<file path="config.mk">
export PLATFORM = sky130hd
export DESIGN_NAME = hazard_scoreboard
export DESIGN_NICKNAME = d
export VERILOG_FILES = /design/src/rtl/hazard_scoreboard.sv
export SDC_FILE = /design/constraint.sdc
export NUM_CORES = 1
export LEC_CHECK = 0
export BUFFER_PORTS_ARGS = -buffer_cell sky130_fd_sc_hd__buf_2
export CAP_MARGIN = 40
export CORE_UTILIZATION = 55
export CTS_CLUSTER_DIAMETER = 30
export DETAILED_ROUTE_END_ITERATION = 12
export PLACE_DENSITY = 0.73
export SYNTH_ARGS = -nofsm -noshare
export SYNTH_HDL_FRONTEND = slang
export SYNTH_HIERARCHICAL = 1
export SYNTH_SLANG_ARGS = --single-unit
export TNS_END_PERCENT = 50
</file>
<file path="constraint.sdc">
create_clock -name clk -period 5.85 [get_ports clk]
set_input_delay 0.585 -clock clk [delete_from_list [all_inputs] [get_ports clk]]
set_output_delay 0.585 -clock clk [all_outputs]
set_load 0.05 [all_outputs]
</file>
<file path="src/rtl/hazard_scoreboard.sv">
// hazard_scoreboard
//   Hazard unit beside decode (stage 0) of the in-order RISC-V pipeline.
//   Keeps a per-register scoreboard of in-flight producers and how old they are.
//   From that it decides each cycle whether the decoded instruction issues or
//   stalls, and which bypass stage feeds each source operand. After a branch
//   redirect it emits a run of flush bubbles and squashes wrong-path entries.
//
// Ports
//   clk, rst                      clock; synchronous active-high reset
//   issue_valid                   decode holds an instruction requesting issue
//   issue_rs1/_used, rs2/_used    source indices and read enables
//   issue_rd/_rd_we/_is_load      destination, write enable, load producer
//   branch_redirect               branch at age BR_AGE redirected this cycle
//   issue_ready                   instruction issues this cycle (comb.)
//   fwd_sel_a/_b                  0 = regfile, k = bypass from stage k (comb.)
//   pc_hold                       hazard stall: hold PC and IF/ID
//   flush                         kill IF/ID contents, insert bubble
//   stall_cycles                  saturating count of hazard-stall cycles

// One scoreboard entry: busy flag, producer kind and age since issue.
module hazard_scoreboard_entry #(
    parameter int AGE_W      = 2,
    parameter int FWD_STAGES = 2,
    parameter int BR_AGE     = 1
) (
    input  logic             clk,
    input  logic             rst,
    input  logic             alloc,       // producer for this register issues now
    input  logic             alloc_load,  // ... and it is a load
    input  logic             squash,      // branch redirect this cycle
    output logic             busy,
    output logic             is_load,
    output logic [AGE_W-1:0] age
);
    always_ff @(posedge clk) begin
        if (rst) begin
            busy    <= 1'b0;
            is_load <= 1'b0;
            age     <= '0;
        end else if (alloc) begin
            // A new allocation beats any squash/retire of the old value.
            busy    <= 1'b1;
            is_load <= alloc_load;
            age     <= AGE_W'(1);
        end else if (busy) begin
            // Retire once the value has passed the last bypass stage: the
            // regfile write happens then and reads see it the next cycle.
            if ((squash && age < AGE_W'(BR_AGE)) || age == AGE_W'(FWD_STAGES)) begin
                busy    <= 1'b0;
                is_load <= 1'b0;
                age     <= '0;
            end else begin
                age <= age + AGE_W'(1);
            end
        end
    end
endmodule

module hazard_scoreboard #(
    parameter int REG_ADDR_W   = 5,
    parameter int FWD_STAGES   = 2,
    parameter int ALU_LAT      = 1,
    parameter int LOAD_LAT     = 2,
    parameter int FLUSH_CYCLES = 2,
    parameter int BR_AGE       = 1,
    localparam int FSEL_W      = $clog2(FWD_STAGES + 1)
) (
    input  logic              clk,
    input  logic              rst,
    input  logic              issue_valid,
    input  logic [REG_ADDR_W-1:0] issue_rs1,
    input  logic              issue_rs1_used,
    input  logic [REG_ADDR_W-1:0] issue_rs2,
    input  logic              issue_rs2_used,
    input  logic [REG_ADDR_W-1:0] issue_rd,
    input  logic              issue_rd_we,
    input  logic              issue_is_load,
    input  logic              branch_redirect,
    output logic              issue_ready,
    output logic [FSEL_W-1:0] fwd_sel_a,
    output logic [FSEL_W-1:0] fwd_sel_b,
    output logic              pc_hold,
    output logic              flush,
    output logic [31:0]       stall_cycles
);
    localparam int NUM_REGS = 2 ** REG_ADDR_W;
    localparam int AGE_W    = $clog2(FWD_STAGES + 2);
    localparam int CNT_W    = (FLUSH_CYCLES > 1) ? $clog2(FLUSH_CYCLES) : 1;

    typedef enum logic [0:0] {IDLE, FLUSHING} state_t;

    // ---------------- scoreboard array ----------------
    logic [NUM_REGS-1:0]            busy;
    logic [NUM_REGS-1:0]            ld;
    logic [NUM_REGS-1:0][AGE_W-1:0] age;
    logic                           alloc;

    // x0 is hardwired zero and never has a producer.
    assign busy[0] = 1'b0;
    assign ld[0]   = 1'b0;
    assign age[0]  = '0;

    generate
        for (genvar r = 1; r < NUM_REGS; r++) begin : g_ent
            hazard_scoreboard_entry #(
                .AGE_W     (AGE_W),
                .FWD_STAGES(FWD_STAGES),
                .BR_AGE    (BR_AGE)
            ) u_ent (
                .clk       (clk),
                .rst       (rst),
                .alloc     (alloc && issue_rd == REG_ADDR_W'(r)),
                .alloc_load(issue_is_load),
                .squash    (branch_redirect),
                .busy      (busy[r]),
                .is_load   (ld[r]),
                .age       (age[r])
            );
        end
    endgenerate

    // ---------------- hazard detection ----------------
    logic             hit_a, hit_b, raw_a, raw_b, waw, hz;
    logic [AGE_W-1:0] age_a, age_b, lat_a, lat_b;
    state_t           state, state_nxt;
    logic [CNT_W-1:0] cnt, cnt_nxt;
    logic             idle, flush_fsm;

    always_comb begin
        age_a = age[issue_rs1];
        age_b = age[issue_rs2];
        lat_a = ld[issue_rs1] ? AGE_W'(LOAD_LAT) : AGE_W'(ALU_LAT);
        lat_b = ld[issue_rs2] ? AGE_W'(LOAD_LAT) : AGE_W'(ALU_LAT);
        hit_a = issue_rs1_used && issue_rs1 != '0 && busy[issue_rs1];
        hit_b = issue_rs2_used && issue_rs2 != '0 && busy[issue_rs2];
        raw_a = hit_a && age_a < lat_a;
        raw_b = hit_b && age_b < lat_b;
        // Holding WAW at any age keeps a single producer per register.
        waw   = issue_rd_we && issue_rd != '0 && busy[issue_rd];
        hz    = issue_valid && (raw_a || raw_b || waw);
    end

    assign idle = (state == IDLE);

    // Outputs are forced to their reset view while rst is high.
    always_comb begin
        if (rst) begin
            issue_ready = issue_valid;
            pc_hold     = 1'b0;
            flush       = 1'b0;
            fwd_sel_a   = '0;
            fwd_sel_b   = '0;
        end else begin
            issue_ready = issue_valid && !hz && idle && !branch_redirect;
            pc_hold     = hz && idle && !branch_redirect;
            flush       = flush_fsm;
            fwd_sel_a   = (hit_a && !raw_a) ? FSEL_W'(age_a) : '0;
            fwd_sel_b   = (hit_b && !raw_b) ? FSEL_W'(age_b) : '0;
        end
    end

    assign alloc = !rst && issue_ready && issue_rd_we && issue_rd != '0;

    // ---------------- flush sequencer ----------------
    // The redirect cycle itself is the first bubble; cnt counts the rest.
    always_ff @(posedge clk) begin
        if (rst) begin
            state <= IDLE;
            cnt   <= '0;
        end else begin
            state <= state_nxt;
            cnt   <= cnt_nxt;
        end
    end

    always_comb begin
        state_nxt = state;
        cnt_nxt   = cnt;
        flush_fsm = 1'b0;
        if (branch_redirect) begin
            flush_fsm = 1'b1;
            cnt_nxt   = CNT_W'(FLUSH_CYCLES - 1);
            state_nxt = (FLUSH_CYCLES > 1) ? FLUSHING : IDLE;
        end else if (state == FLUSHING) begin
            flush_fsm = 1'b1;
            if (cnt <= CNT_W'(1)) begin
                cnt_nxt   = '0;
                state_nxt = IDLE;
            end else begin
                cnt_nxt = cnt - CNT_W'(1);
            end
        end
    end

    // ---------------- stall statistics ----------------
    always_ff @(posedge clk) begin
        if (rst)
            stall_cycles <= '0;
        else if (pc_hold && stall_cycles != '1)
            stall_cycles <= stall_cycles + 32'd1;
    end
endmodule

</file>
* Yosys cells after proc, flatten, opt, wreduce, memory -nomap -nowiden
Cells that the tools add are included.
Word-level totals: logic and storage cells 819, input port bits 23, output and inout bits 39, bits in registers 158
Operators by class: bitwise operators 1, $lt $le $gt $ge 37, reduce and logical (&&, ||, !) cells 248, equal/unequal tests 63, mux-type cells 310, add/subtract/negate cells 33
Operators by type and width (number):
- 1-bit two-way mux | 264
- 2-bit nonzero test | 63
- 1-bit logical AND | 82
- 5-bit equality test (second input constant) | 16
- 2-bit two-way mux | 39
- 2-bit by 1-bit adder with 2-bit output (second input constant) | 31
- 2-bit equality test (second input constant) | 31
- 2-bit by 1-bit less-than comparator with 1-bit output (second input constant) | 31
- 2-bit AND reduction | 31
- 2-bit OR reduction | 31
- 5-bit by 4-bit equality test with 1-bit output (second input constant) | 8
- 1-bit logical OR | 33
- 32-bit by 1-bit adder with 32-bit output (second input constant) | 1
- 32-bit != test (second input constant) | 1
- 1-bit binary-select mux with 5-bit select | 5
- 2-bit binary-select mux with 5-bit select | 2
- 5-bit by 3-bit equality test with 1-bit output (second input constant) | 4
- 5-bit by 6-bit less-than comparator with 1-bit output (second input constant) | 3
- 5-bit nonzero test | 3
- 5-bit by 2-bit equality test with 1-bit output (second input constant) | 2
- 5-bit by 1-bit equality test with 1-bit output (second input constant) | 1
- 1-bit zero test | 5
- 2-bit less-than comparator | 2
- 1-bit less-or-equal comparator (second input constant) | 1
- 2 further kinds | 2

* Longest topological paths before layout
Gate-level depths: netlist of the first run.
depth after elaboration 19, mapped depth 17, mapped depth without buffers 13

* Modules after synthesis
The synthesis of the first run kept the hierarchy.
By module, submodules not included:
- hazard_scoreboard_entry | instances 31, area an instance 157.7 µm², sequential area each 80.1 µm², cells each 18
- hazard_scoreboard | instances 1, area an instance 4699.5 µm², sequential area each 660.6 µm², cells each 498

* Worst setup path before layout of the first run
No wires, ideal clock.
kind input port to output port, from input port issue_rs1[1], to output port fwd_sel_a[0], data arrival time 4.650 ns, data required time 5.265 ns, stages on the path 11, slack 0.615 ns, cells stage by stage buf_4 > buf_4 > clkbuf_1 > mux2_2 > a22o_1 > mux4_2 > mux2_2 > ha_1 > a41oi_1 > nand2_1 > nor4b_1
On the way: longest elaborated chain between the ends 9
RTL lines:
- start, declared | line 71 | input logic [REG_ADDR_W-1:0] issue_rs1,
- 1-bit binary-select mux with 5-bit select | line 132 | lat_a = ld[issue_rs1] ? AGE_W'(LOAD_LAT) : AGE_W'(ALU_LAT);
- 1-bit two-way mux (implied by the code) | line 132
- 2-bit two-way mux | line 132
- 2-bit less-than comparator | line 136 | raw_a = hit_a && age_a < lat_a;
- 1-bit logical AND | line 136
- 1-bit zero test | line 157 | fwd_sel_a = (hit_a && !raw_a) ? FSEL_W'(age_a) : '0;
- 1-bit logical AND | line 157
- 2-bit two-way mux (*) | line 157
- 2-bit two-way mux (*) | line 147 | if (rst) begin
- end, declared | line 80 | output logic [FSEL_W-1:0] fwd_sel_a,
Every way passes the cells marked *; elsewhere a longest branch is shown, timed or not. The select of a mux whose other input is x is not followed.

* Final worst setup path of the first run
from input port issue_rs2[0], to output port issue_ready
On the way: longest elaborated chain between the ends 13
RTL lines:
- start, declared | line 73 | input logic [REG_ADDR_W-1:0] issue_rs2,
- 1-bit binary-select mux with 5-bit select | line 133 | lat_b = ld[issue_rs2] ? AGE_W'(LOAD_LAT) : AGE_W'(ALU_LAT);
- 1-bit two-way mux (implied by the code) | line 133
- 2-bit two-way mux | line 133
- 2-bit less-than comparator | line 137 | raw_b = hit_b && age_b < lat_b;
- 1-bit logical AND (*) | line 137
- 1-bit logical OR (*) (2 in series) | line 140 | hz = issue_valid && (raw_a || raw_b || waw);
- 1-bit logical AND (*) | line 140
- 1-bit zero test (*) | line 154 | issue_ready = issue_valid && !hz && idle && !branch_redirect;
- 1-bit logical AND (*) (3 in series) | line 154
- 1-bit two-way mux (*) | line 147
- end, declared | line 79 | output logic issue_ready,
Marked as above.

==> metrics.sh, run 1 <==
SYNTH_TOP_AREA_SHARE_PCT=32.8
DRTANTENNAVIOLNETS=0
RUN_STATUS='finished, final reports clean'
FRACTION_OF_REGISTERS_WITH_ASYNC_SET_OR_RESET_AFTER_SYNTHESIS_PCT=0
FINALSETUPTNS_NS=0
SYNTH_AREA_PER_CELL_UM2=9.08
ANTENNADIODECOUNT=0
R2R_WORST_PATH_DEPTH=13
DIEAREA_UM2=18000
DRV.MAX_CAP_VIOLATION_COUNT=0
YOSYS_WARNINGS=6
CLOCK_SINKS=157
CTS_MADE_BUFFERS=17
TIMING.FMAX_GHz=0.205
H-TREE-DEPTH=4
ARRIVAL_NS=4.29
MAX_SLEW_MARGIN_PCT=39.8
CTS_ROOT_BUFFER_TYPE='sky130_fd_sc_hd__clkbuf_16'
ROUTED_LENGTH_PER_INSTANCE_UM=20.9
DETAIL_ROUTE.ITER0.VIOLATIONS=785
ROWS=47
GLOBAL_ROUTE_WIRE_LENGTH_BEFORE_REPAIR_MM=45.1
REMAINING_DRC_ERRORS=0
MAPPEDNETLISTAREA_UM2=9590
POST-PLACE-CELLS=1294
SYNTH_EDF_COUNT=0
TIGHTEST_SLEW_NS=0.895
GLOBALROUTE.TOTALOVERFLOW=0
SYNTH.MOST_COMMON_CELL='sky130_fd_sc_hd__a21oi_1'
CRIT_REQUIRED_NS=5.27
TIMING.CRITICAL_PATH.FANOUT_MAX=51
CTS_TREE='done'
FINALWIRELENGTH_MM=27.7
AREA_DELTA_SYNTH_FINAL_PCT=10.9
LAYOUT-DRIVE-GT1-SHARE_PCT=23.1
CLOCK_INSERTION_DELAY_WORST_SKEW_NS=0.44
SYNTH.CELLS.MOST_FREQUENT='sky130_fd_sc_hd__a21oi_1, sky130_fd_sc_hd__dfxtp_1, sky130_fd_sc_hd__mux4_2'
CTSLONGESTPATHBUFFERS=2
ROUTABILITYCONGESTION=0.926
FIN_SKEW_NS=0.0161
POSTSYNTHREGISTERBITS=157
SYNTHFLOPTYPE='sky130_fd_sc_hd__dfxtp_1'
POWER_FRAC_SEQ_PCT=43.8
WORSTHOLDPATHTYPE='register to register'
DIE_H_UM=134
FINAL_MIN_PERIOD_OVER_CLOCK_PERIOD_PCT=83.3
CORE-AREA_UM2=16800
BIGGEST_AREA_CONTRIBUTORS_IN_THE_SYNTHESIZED_NETLIST='sky130_fd_sc_hd__dfxtp_1, sky130_fd_sc_hd__mux4_2, sky130_fd_sc_hd__a21oi_1, sky130_fd_sc_hd__or4_1, sky130_fd_sc_hd__and3b_2'
SYNTH_FP_NETS=1082
PLACE.DETAILED.HPWL_MM=18.7
IRDROPWORSTVDD_V=0.000215
GRT_SETUP_UNREPAIRED='false'
SYNTH-SEQ-AREA-SHARE_PCT=32.8
AVGVIACOUNTPERCELL=6.79
CLOCKPOWERSHARE_PCT=49.0
LAYOUT.FILLER_CELLS=1427
HOLDPATHSTAGES=2
SWITCHING_POWER_AS_A_SHARE_OF_TOTAL_POWER_PCT=24.6
PERIOD_MINUS_SLACK_NS=4.87
IO_BUFFER_COUNT=61
DIE_X_UM=134
POST_CTS_HOLD_BUFFERS=0
NETLIST.TOP_CELL.BY_AREA='sky130_fd_sc_hd__dfxtp_1'
ENDPOINT_KIND_OF_THE_WORST_SETUP_TIMING_PATH='output pin'
TIMING.FINAL.SETUP_VIOLATIONS=0
FINAL-INSTANCE-COUNT-EXCL-FILL=1326
DRV_SLEW=0
TOTAL_LEAKAGE_POWER_nW=3.63
TOTAL_SWITCHING_POWER_uW=601
FLOORPLAN.IO_PINS=62
POWER_PER_CELL_AREA_nW_PER_UM2=230
VIA_COUNT=9009
WORST-SETUP-PATH-TYPE='input port to output pin'
HOLD_VIOLATIONS=0
CTS.REPORTEDPATHS.CLKPINSLEW_NS=0.07
SYNTHESIS.INSTANCES=1056
YS_TYPES=67
POST-CTS-SETUP-BUFFER-COUNT=0
GRT_MAX_DEGREE=71
DETAIL_ROUTE.FIRST_PASS.ITERATIONS=5
PWR-SHARE-COMB_PCT=7.2
GRT.TOTAL_USAGE_PCT=32.0
CTS.REPAIR.RESIZED=0
INTERNAL-POWER_mW=1.84
ANTENNA_FOUND_INITIAL=0
START_UTIL_PCT=57.0
GRT_PASS1_VIAS=8518
SORT_OF_ELEMENT_AT_THE_START_OF_THE_CRITICAL_PATH='input port'
FIN_NETS=1119
## worst max-delay path, cell delays in order
cell and delay [ns]:
sky130_fd_sc_hd__buf_2 0.60, sky130_fd_sc_hd__mux4_2 0.60, sky130_fd_sc_hd__mux4_2 0.50, sky130_fd_sc_hd__mux2_2 0.30, sky130_fd_sc_hd__ha_1 0.29, sky130_fd_sc_hd__a21boi_2 0.26
sky130_fd_sc_hd__o211a_4 0.22, sky130_fd_sc_hd__buf_4 0.40, sky130_fd_sc_hd__a21oi_1 0.13, sky130_fd_sc_hd__nor2b_1 0.12, sky130_fd_sc_hd__buf_2 0.26
## cell families after synthesis
| family | after synthesis | share of synthesized area [%] |
|---|---|---|
| compound gates | 314 | 19.5 |
| simple gates | 388 | 23.8 |
| buf+inv | 100 | 4.71 |
| fa+ha+maj | 3 | 0.392 |
| flops | 157 | 32.8 |
| mux | 94 | 18.9 |
## power groups by stage
stage	clock network, mW	logic (mW)	registers [mW]
after floorplan	0	0.111	1.10
after CTS	1.21	0.171	1.07
after detailed placement	0	0.170	1.10
final	1.20	0.175	1.07
after global routing	1.26	0.186	1.07
after global placement	0	0.169	1.10
## routing by layer
metal / vias up / track usage (%) / wire, um
met5: - / 0 / 0
met1: 4265 / 42.4 / 11700
li1: 4164 / - / -
met2: 496 / 49.9 / 12600
met4: 0 / 16.2 / 1070
met3: 84 / 6.42 / 2330
## cell usage in the layout, fill, tap and decap left out, types with 3 or more instances in the layout
master                      count
sky130_fd_sc_hd__nand2_1       62
sky130_fd_sc_hd__clkinv_4       4
sky130_fd_sc_hd__mux4_1         3
sky130_fd_sc_hd__a41o_1         4
sky130_fd_sc_hd__o31ai_1       19
sky130_fd_sc_hd__nor3_1        42
sky130_fd_sc_hd__nand4_1       14
sky130_fd_sc_hd__buf_4         11
sky130_fd_sc_hd__mux2i_1       13
sky130_fd_sc_hd__buf_2         60
sky130_fd_sc_hd__inv_1         13
sky130_fd_sc_hd__nor4_2         3
sky130_fd_sc_hd__and3_1         5
sky130_fd_sc_hd__and3b_1        3
sky130_fd_sc_hd__or2_2          4
sky130_fd_sc_hd__inv_2         31
sky130_fd_sc_hd__clkbuf_16     17
sky130_fd_sc_hd__and4_1         6
sky130_fd_sc_hd__o21ai_0       36
sky130_fd_sc_hd__mux4_2        64
sky130_fd_sc_hd__nor4_1        35
sky130_fd_sc_hd__dfxtp_1      157
sky130_fd_sc_hd__ha_1           3
sky130_fd_sc_hd__nor2_1        58
sky130_fd_sc_hd__nand2b_1       6
sky130_fd_sc_hd__a22oi_1        4
sky130_fd_sc_hd__nor2b_1       40
sky130_fd_sc_hd__mux2_2        12
sky130_fd_sc_hd__o2111ai_1      4
sky130_fd_sc_hd__bufinv_16      4
sky130_fd_sc_hd__or4_1         50
sky130_fd_sc_hd__a221oi_1       4
sky130_fd_sc_hd__nand3_1       21
sky130_fd_sc_hd__o21bai_1      31
sky130_fd_sc_hd__a21oi_1      186
sky130_fd_sc_hd__and3b_2       31
## metrics by stage
stage,utilization (%),hold WS (ns),power [mW],cell area (um2),worst slack [ns]
after floorplan,-,0.524,1.21,9590,0.615
after global placement,59.3,0.481,1.27,9970,0.959
after detailed placement,59.5,0.505,1.27,10000,0.967
after CTS,63.2,0.515,2.45,10600,0.958
after global routing,63.2,0.533,2.51,10600,0.660
final,63.2,0.506,2.45,10600,0.975
## final timing paths
path                     startpoint                 endpoint  slack, ns
min reg2reg        stall_cycles[10]         stall_cycles[10]       0.51
max reg2reg  g_ent[23].u_ent/age[1]  g_ent[20].u_ent/is_load       1.84
max                    issue_rs2[0]              issue_ready       0.98
min                stall_cycles[10]         stall_cycles[10]       0.51
## state kept, by name, indices dropped and copies added, names as in the netlist
signal               cells
state                    1
g_ent.u_ent/is_load     31
g_ent.u_ent/busy        31
g_ent.u_ent/age         62
stall_cycles            32
## layout make-up
type	instances	area [um2]	share of cell area, %
multi-input cells	799	6000	56.4
clock inverters	13	189	1.78
repair buffers	72	410	3.86
clock buffers	19	443	4.17
inverters	46	173	1.62
flip-flops and latches	157	3140	29.6
well taps	220	275	2.59
Power figures use the tool's default switching activity.
==> inputs of run 2 (changes only) <==
clock period = 4.85 ns   (was 5.85 ns; I/O delays follow)
==> metrics.sh, run 2 (synthesis results as in run 1) <==
RUN_STATUS='finished, final reports clean'  # unchanged
SETUP_SLACK_NS=0.467  # was 0.975 ns
PERIOD_MINUS_SLACK_NS=4.38
TIMING.RR.START='g_ent[27].u_ent/age[1]'  # was g_ent[23].u_ent/age[1]
GRT_PASS1_VIAS=8234  # was 8518
CRIT_REQUIRED_NS=4.37  # was 5.27 ns
CTS_TREE='done'  # unchanged
GLOBALROUTE.TOTALOVERFLOW=0  # unchanged
R2R_WORST_PATH_DEPTH=12  # was 13
ARRIVAL_NS=3.90  # was 4.29 ns
FIN_SKEW_NS=0.0182  # was 0.0161 ns
SORT_OF_ELEMENT_AT_THE_START_OF_THE_CRITICAL_PATH='input port'  # unchanged
REGTOREGENDPOINT='g_ent[2].u_ent/is_load'  # was g_ent[20].u_ent/is_load
SLOWEST_DELAY_NS=0.58  # was 0.60 ns
FINAL-INSTANCE-COUNT-EXCL-FILL=1346  # was 1326
ENDPOINT_KIND_OF_THE_WORST_SETUP_TIMING_PATH='output pin'  # unchanged
IO_BUFFER_COUNT=61  # unchanged
H-TREE-DEPTH=4  # unchanged
CRITICAL_PATH.STARTPOINT='issue_rs1[0]'  # was issue_rs2[0]
HOLDPATHSTAGES=2  # unchanged
TIMING.FINAL.SETUP_VIOLATIONS=0  # unchanged
AREA_DELTA_SYNTH_FINAL_PCT=12.4  # was 10.9%
MIN-DELAY-START='stall_cycles[30]'  # was stall_cycles[10]
POST-PLACE-CELLS=1314  # was 1294
GRT_SETUP_UNREPAIRED='false'  # unchanged
REGISTERS.TOP_BY_FF_COUNT='g_ent.u_ent/age'  # unchanged
TIMING.REG2REG.SETUP_SLACK_NS=0.94  # was 1.84 ns
FIN_NETS=1139  # was 1119
DETAIL_ROUTE.FIRST_PASS.ITERATIONS=5  # unchanged
GRT.TOTAL_USAGE_PCT=31.0  # was 32.0%
TIMING.CRITICAL_PATH.FANOUT_MAX=24  # was 51
WORST-SETUP-PATH-TYPE='input port to output pin'  # unchanged
DRV_SLEW=0  # unchanged
LARGEST_REGISTER_FFS=62  # unchanged
CTS_ROOT_BUFFER_TYPE='sky130_fd_sc_hd__clkbuf_16'  # unchanged
DIE_X_UM=134  # unchanged
REGISTER_AREA_UM2=3140  # unchanged
IRDROPWORSTVDD_V=0.000247  # was 0.000215 V
POST_CTS_HOLD_BUFFERS=0  # unchanged
DPL_WORST_SLACK_NS=0.322  # was 0.967 ns
TIMING.FMAX_GHz=0.228
AVGVIACOUNTPERCELL=6.77  # was 6.79
CTSLONGESTPATHBUFFERS=2  # unchanged
HOLD-WORST-SLACK_NS=0.500  # was 0.506 ns
ROUTED_LENGTH_PER_INSTANCE_UM=20.3  # was 20.9 um
MOST-COMMON-LAYOUT-CELLS='sky130_fd_sc_hd__a21oi_1, sky130_fd_sc_hd__dfxtp_1, sky130_fd_sc_hd__mux4_2'  # unchanged
TOTAL_LEAKAGE_POWER_nW=3.73  # was 3.63 nW
ROWS=47  # unchanged
LAYOUT-DRIVE-GT1-SHARE_PCT=24.6  # was 23.1%
MAX_SLEW_MARGIN_PCT=39.2  # was 39.8%
CRIT_SLOWEST_CELL='sky130_fd_sc_hd__mux4_2'  # was sky130_fd_sc_hd__buf_2
POWER_PER_CELL_AREA_nW_PER_UM2=275  # was 230 nW/um2
FINAL_MIN_PERIOD_OVER_CLOCK_PERIOD_PCT=90.4
CTS.REPORTEDPATHS.CLKPINSLEW_NS=0.07  # about the same
DRV.MAX_CAP_VIOLATION_COUNT=0  # unchanged
CTS_MADE_BUFFERS=17  # unchanged
CP_NUM_BUF_INV=3  # unchanged
LAYOUT.FILLER_CELLS=1417  # was 1427
CLOCK_INSERTION_DELAY_WORST_SKEW_NS=0.44  # about the same
FINALWIRELENGTH_MM=27.4  # was 27.7 mm
FINALSETUPTNS_NS=0  # unchanged
MOSTFREQUENTLAYOUTCELL='sky130_fd_sc_hd__a21oi_1'  # unchanged
WORSTHOLDPATHTYPE='register to register'  # unchanged
VIA_COUNT=9110  # was 9009
CTS.REPAIR.RESIZED=0  # unchanged
GLOBAL_ROUTE_WIRE_LENGTH_BEFORE_REPAIR_MM=43.4  # was 45.1 mm
ROUTABILITYCONGESTION=0.993  # was 0.926
MULTI_INPUT_AREA_UM2=6000  # about the same
REG_TOP3='g_ent.u_ent/age: 62 flops, stall_cycles: 32 flops'  # unchanged
CORE-AREA_UM2=16800  # unchanged
CRITICAL-PATH-TOP-DELAY-FAMILY='multiplexers'  # unchanged
CLOCK_SINKS=157  # unchanged
DIEAREA_UM2=18000  # unchanged
REMAINING_DRC_ERRORS=0  # unchanged
DIE_H_UM=134  # unchanged
WORSTPATHCELLLIST='buf_2 > mux4_2 > mux4_2 > mux2_2 > ha_1 > a41oi_1 > nand3b_1 > o211a_4 > buf_4 > a21oi_1 > nor2b_1 > buf_2'  # was buf_2 > mux4_2 > mux4_2 > mux2_2 > ha_1 > a21boi_2 > o211a_4 > buf_4 > a21oi_1 > nor2b_1 > buf_2
TIGHTEST_SLEW_NS=0.904  # was 0.895 ns
HOLD_VIOLATIONS=0  # unchanged
DETAIL_ROUTE.ITER0.VIOLATIONS=871  # was 785
ANTENNADIODECOUNT=0  # unchanged
DRTANTENNAVIOLNETS=0  # unchanged
GRT_MAX_DEGREE=162  # was 71
FLOORPLAN.IO_PINS=62  # unchanged
ANTENNA_FOUND_INITIAL=0  # unchanged
WHS_ENDPOINT='stall_cycles[30]'  # was stall_cycles[10]
START_UTIL_PCT=57.0  # unchanged
PLACE.DETAILED.HPWL_MM=18.7  # about the same
POST-CTS-SETUP-BUFFER-COUNT=0  # unchanged
-- run 2: changes by cell type in the layout (fill, tap and decap cells not counted) --
cell                       before  now
sky130_fd_sc_hd__o21ai_4        1    0
sky130_fd_sc_hd__nor4b_2        0    1
sky130_fd_sc_hd__buf_12         0    1
sky130_fd_sc_hd__buf_16         1    0
sky130_fd_sc_hd__buf_4         11   31
sky130_fd_sc_hd__o21ai_2        0    1
sky130_fd_sc_hd__nor4b_1        1    0
sky130_fd_sc_hd__clkinv_4       4    1
sky130_fd_sc_hd__inv_8          0    1
sky130_fd_sc_hd__clkbuf_8       1    0
sky130_fd_sc_hd__clkbuf_1       1    0
sky130_fd_sc_hd__inv_6          1    5
-- run 2: final cells by class --
| type | count | area share (%) |
|---|---|---|
| well taps | 220 | 2.55 |
| multi-input cells | 799 | 55.7 |
| clock buffers | 17 | 3.95 |
| clock inverters | 15 | 1.94 |
| inverters | 46 | 1.60 |
| flip-flops and latches | 157 | 29.2 |
| repair buffers | 92 | 5.13 |
-- run 2: layer usage --
layer | wire (um) | GRT usage, % | up-vias
li1 | - | - | 4214
met1 | 11400 | 40.7 | 4364
met2 | 12400 | 49.0 | 434
met3 | 2450 | 5.93 | 98
met4 | 1150 | 15.5 | 0
met5 | 0 | 0 | -
-- run 2: stage by stage --
step                utilization [%]  power, mW  cell area, um2
finish                         64.1       2.96           10800
CTS                            64.1       2.98           10800
global route                   64.1       3.05           10800
floorplan                         -       1.46            9590
detailed placement             60.3       1.53           10100
global placement               60.3       1.53           10100
-- run 2: worst max-delay path by stage --
| stage | endpoint | slack, ns | cells past startpoint |
|---|---|---|---|
| after floorplan | pc_hold | 0.20 | 14 |
| after global placement | g_ent[12].u_ent/is_load | 0.43 | 14 |
| after detailed placement | g_ent[2].u_ent/is_load | 0.32 | 14 |
| after CTS | issue_ready | 0.48 | 12 |
| after global routing | issue_ready | 0.24 | 12 |
| final | issue_ready | 0.47 | 12 |
-- run 2: power by group --
part	internal, mW	leakage [nW]	switching [mW]
sequential	1.29	1.26	0.00192
combinational	0.0599	2.16	0.153
clock	0.872	0.307	0.585
-- run 2: tightest hold or removal path, delay by kind of cell, from the launching register on --
kind            cells  cell delay (ns)
flops               1             0.33
compound gates      2             0.12
==> inputs of run 3 (changes only) <==
CORE_UTILIZATION = 34   (was 55)
PLACE_DENSITY = default   (was 0.73)
==> metrics.sh, run 3 (synthesis results as in run 1) <==
RUN_STATUS='finished, final reports clean'  # unchanged
DIEAREA_UM2=28900  # was 18000 um2
POST_CTS_HOLD_BUFFERS=0  # unchanged
MOSTFREQUENTLAYOUTCELL='sky130_fd_sc_hd__a21oi_1'  # unchanged
CLOCK_INSERTION_DELAY_WORST_SKEW_NS=0.44  # about the same
CTS_ROOT_BUFFER_TYPE='sky130_fd_sc_hd__clkbuf_16'  # unchanged
ARRIVAL_NS=4.00  # was 3.90 ns
WORST-SETUP-PATH-TYPE='input port to output pin'  # unchanged
WORSTPATHCELLLIST='buf_2 > buf_4 > mux4_2 > a22oi_1 > nand3_1 > a211oi_2 > ha_1 > a21boi_2 > o211a_4 > buf_4 > a21oi_1 > nor2b_1 > buf_2'  # was buf_2 > mux4_2 > mux4_2 > mux2_2 > ha_1 > a41oi_1 > nand3b_1 > o211a_4 > buf_4 > a21oi_1 > nor2b_1 > buf_2
GLOBAL_ROUTE_WIRE_LENGTH_BEFORE_REPAIR_MM=46.2  # was 43.4 mm
REMAINING_DRC_ERRORS=0  # unchanged
DRTANTENNAVIOLNETS=0  # unchanged
TIMING.REG2REG.SETUP_SLACK_NS=1.01  # was 0.94 ns
FIN_SKEW_NS=0.0150  # was 0.0182 ns
ENDPOINT_KIND_OF_THE_WORST_SETUP_TIMING_PATH='output pin'  # unchanged
TIMING.FMAX_GHz=0.223  # was 0.228 GHz
INTERNAL-POWER_mW=2.13  # was 2.22 mW
R2R_WORST_PATH_DEPTH=14  # was 12
H-TREE-DEPTH=4  # unchanged
CLOCKPOWERSHARE_PCT=48.2  # was 49.2%
POWER_FRAC_SEQ_PCT=44.4  # was 43.6%
DIE_H_UM=170  # was 134 um
CRIT_SLOWEST_CELL='sky130_fd_sc_hd__mux4_2'  # unchanged
TIMING.CRITICAL_PATH.FANOUT_MAX=22  # was 24
GRT_PASS1_VIAS=8111  # was 8234
CTS_MADE_BUFFERS=17  # unchanged
HOLDPATHSTAGES=3  # was 2
FINAL-INSTANCE-COUNT-EXCL-FILL=1513  # was 1346
AREA_DELTA_SYNTH_FINAL_PCT=14.8  # was 12.4%
MOST-COMMON-LAYOUT-CELLS='sky130_fd_sc_hd__a21oi_1, sky130_fd_sc_hd__dfxtp_1, sky130_fd_sc_hd__mux4_2'  # unchanged
POST-PLACE-CELLS=1480  # was 1314
TIMING.FINAL.SETUP_VIOLATIONS=0  # unchanged
CLOCK_SINKS=157  # unchanged
CTS.REPAIR.RESIZED=0  # unchanged
START_UTIL_PCT=34.5  # was 57.0%
VIA_COUNT=9113  # was 9110
FINALSETUPTNS_NS=0  # unchanged
PLACE.DETAILED.HPWL_MM=20.8  # was 18.7 mm
DETAIL_ROUTE.ITER0.VIOLATIONS=1149  # was 871
WORSTHOLDPATHTYPE='input port to register'  # was register to register
CTSLONGESTPATHBUFFERS=2  # unchanged
SORT_OF_ELEMENT_AT_THE_START_OF_THE_CRITICAL_PATH='input port'  # unchanged
CTS.REPORTEDPATHS.CLKPINSLEW_NS=0.07  # about the same
P_TOTAL_mW=2.91  # was 2.96 mW
DIE_X_UM=170  # was 134 um
PERIOD_MINUS_SLACK_NS=4.48  # was 4.38 ns
TOTAL_LEAKAGE_POWER_nW=3.75  # was 3.73 nW
LARGEST_REGISTER_FFS=62  # unchanged
REG_TOP3='g_ent.u_ent/age: 62 flops, stall_cycles: 32 flops'  # unchanged
DRV_SLEW=0  # unchanged
CORE-AREA_UM2=27800  # was 16800 um2
TIMING.RR.START='g_ent[30].u_ent/age[1]'  # was g_ent[27].u_ent/age[1]
GRT_MAX_DEGREE=76  # was 162
CTS_TREE='done'  # unchanged
AVGVIACOUNTPERCELL=6.02  # was 6.77
GRT_SETUP_UNREPAIRED='false'  # unchanged
TIGHTEST_SLEW_NS=0.869  # was 0.904 ns
GLOBALROUTE.TOTALOVERFLOW=0  # unchanged
MIN-DELAY-START='rst'  # was stall_cycles[30]
REGISTERS.TOP_BY_FF_COUNT='g_ent.u_ent/age'  # unchanged
IRDROPWORSTVDD_V=0.000223  # was 0.000247 V
IO_BUFFER_COUNT=61  # unchanged
FINALWIRELENGTH_MM=29.7  # was 27.4 mm
LAYOUT.FILLER_CELLS=2810  # was 1417
HOLD_VIOLATIONS=0  # unchanged
FLOORPLAN.IO_PINS=62  # unchanged
SLOWEST_DELAY_NS=0.53  # was 0.58 ns
CRITICAL-PATH-TOP-DELAY-FAMILY='buffers and inverters'  # was multiplexers
TOTAL_SWITCHING_POWER_uW=773  # was 740 uW
PWR-SHARE-COMB_PCT=7.4  # was 7.2%
FIN_NETS=1147  # was 1139
ROUTABILITYCONGESTION=0.960  # was 0.993
ROUTED_LENGTH_PER_INSTANCE_UM=19.6  # was 20.3 um
LAYOUT-DRIVE-GT1-SHARE_PCT=25.1  # was 24.6%
POST-CTS-SETUP-BUFFER-COUNT=0  # unchanged
REGTOREGENDPOINT='g_ent[20].u_ent/is_load'  # was g_ent[2].u_ent/is_load
SWITCHING_POWER_AS_A_SHARE_OF_TOTAL_POWER_PCT=26.6  # was 25.0%
ROWS=61  # was 47
FINAL_CORE_UTIL_PCT=39.6  # was 64.1%
WHS_ENDPOINT='stall_cycles[14]'  # was stall_cycles[30]
DETAIL_ROUTE.FIRST_PASS.ITERATIONS=7  # was 5
DRV.MAX_CAP_VIOLATION_COUNT=0  # unchanged
ANTENNA_FOUND_INITIAL=3  # was 0
CP_NUM_BUF_INV=4  # was 3
FINAL_MIN_PERIOD_OVER_CLOCK_PERIOD_PCT=92.5  # was 90.4%
CRIT_REQUIRED_NS=4.37  # about the same
POWER_PER_CELL_AREA_nW_PER_UM2=264  # was 275 nW/um2
GRT.TOTAL_USAGE_PCT=20.7  # was 31.0%
MAX_SLEW_MARGIN_PCT=42.1  # was 39.2%
## run 3: cell count changes in the layout (fill, tap and decap cells not counted), sizes merged
cell      delta
clkinv       -1
clkinvlp     +2
bufinv       -2
buf          +8
diode        +1
clkbuf       +1
## run 3: worst max-delay path by stage
stage                       from                 endpoint  slack (ns)  depth (start not counted)
floorplan           issue_rs1[1]                  pc_hold        0.20                         14
global placement    issue_rs2[0]  g_ent[20].u_ent/is_load        0.34                         16
detailed placement  issue_rs2[0]  g_ent[20].u_ent/is_load        0.27                         16
CTS                 issue_rs2[0]              issue_ready        0.38                         13
global route        issue_rs2[0]              issue_ready        0.18                         13
finish              issue_rs2[0]              issue_ready        0.37                         13
## run 3: metrics by stage
step           hold slack [ns]  instance area [um2]  setup slack [ns]
2_1_floorplan            0.524                 9590             0.196
3_3_place_gp             0.479                10400             0.342
3_5_place_dp             0.493                10400             0.269
4_1_cts                  0.424                11000             0.379
5_1_grt                  0.444                11000             0.177
6_report                 0.429                11000             0.366
## run 3: layout make-up
type | instances | area (um2) | area share (%)
Multi-Input combinational cell | 799 | 6000 | 54.5
Antenna cell | 1 | 2.50 | 0.0227
Inverter | 46 | 173 | 1.57
Clock inverter | 14 | 155 | 1.41
Clock buffer | 18 | 439 | 3.99
Tap cell | 378 | 473 | 4.30
Timing Repair Buffer | 100 | 626 | 5.68
Sequential cell | 157 | 3140 | 28.5
## run 3: power by group through the flow
stage | registers, mW | clock network (mW) | logic, mW
detailed placement | 1.32 | 0 | 0.212
global route | 1.29 | 1.47 | 0.231
finish | 1.29 | 1.40 | 0.215
CTS | 1.29 | 1.41 | 0.212
global placement | 1.32 | 0 | 0.209
floorplan | 1.32 | 0 | 0.134
## run 3: layer usage
layer | track usage (%) | wire, um
met2 | 31.9 | 13300
met3 | 4.65 | 2540
met1 | 28.6 | 13200
met4 | 6.46 | 589
met5 | 0 | 23
## run 3: tightest hold or removal path, delay by kind of cell
kind / cells / cell delay [ns]
buf+inv: 2 / 0.21
compound gates: 1 / 0.13
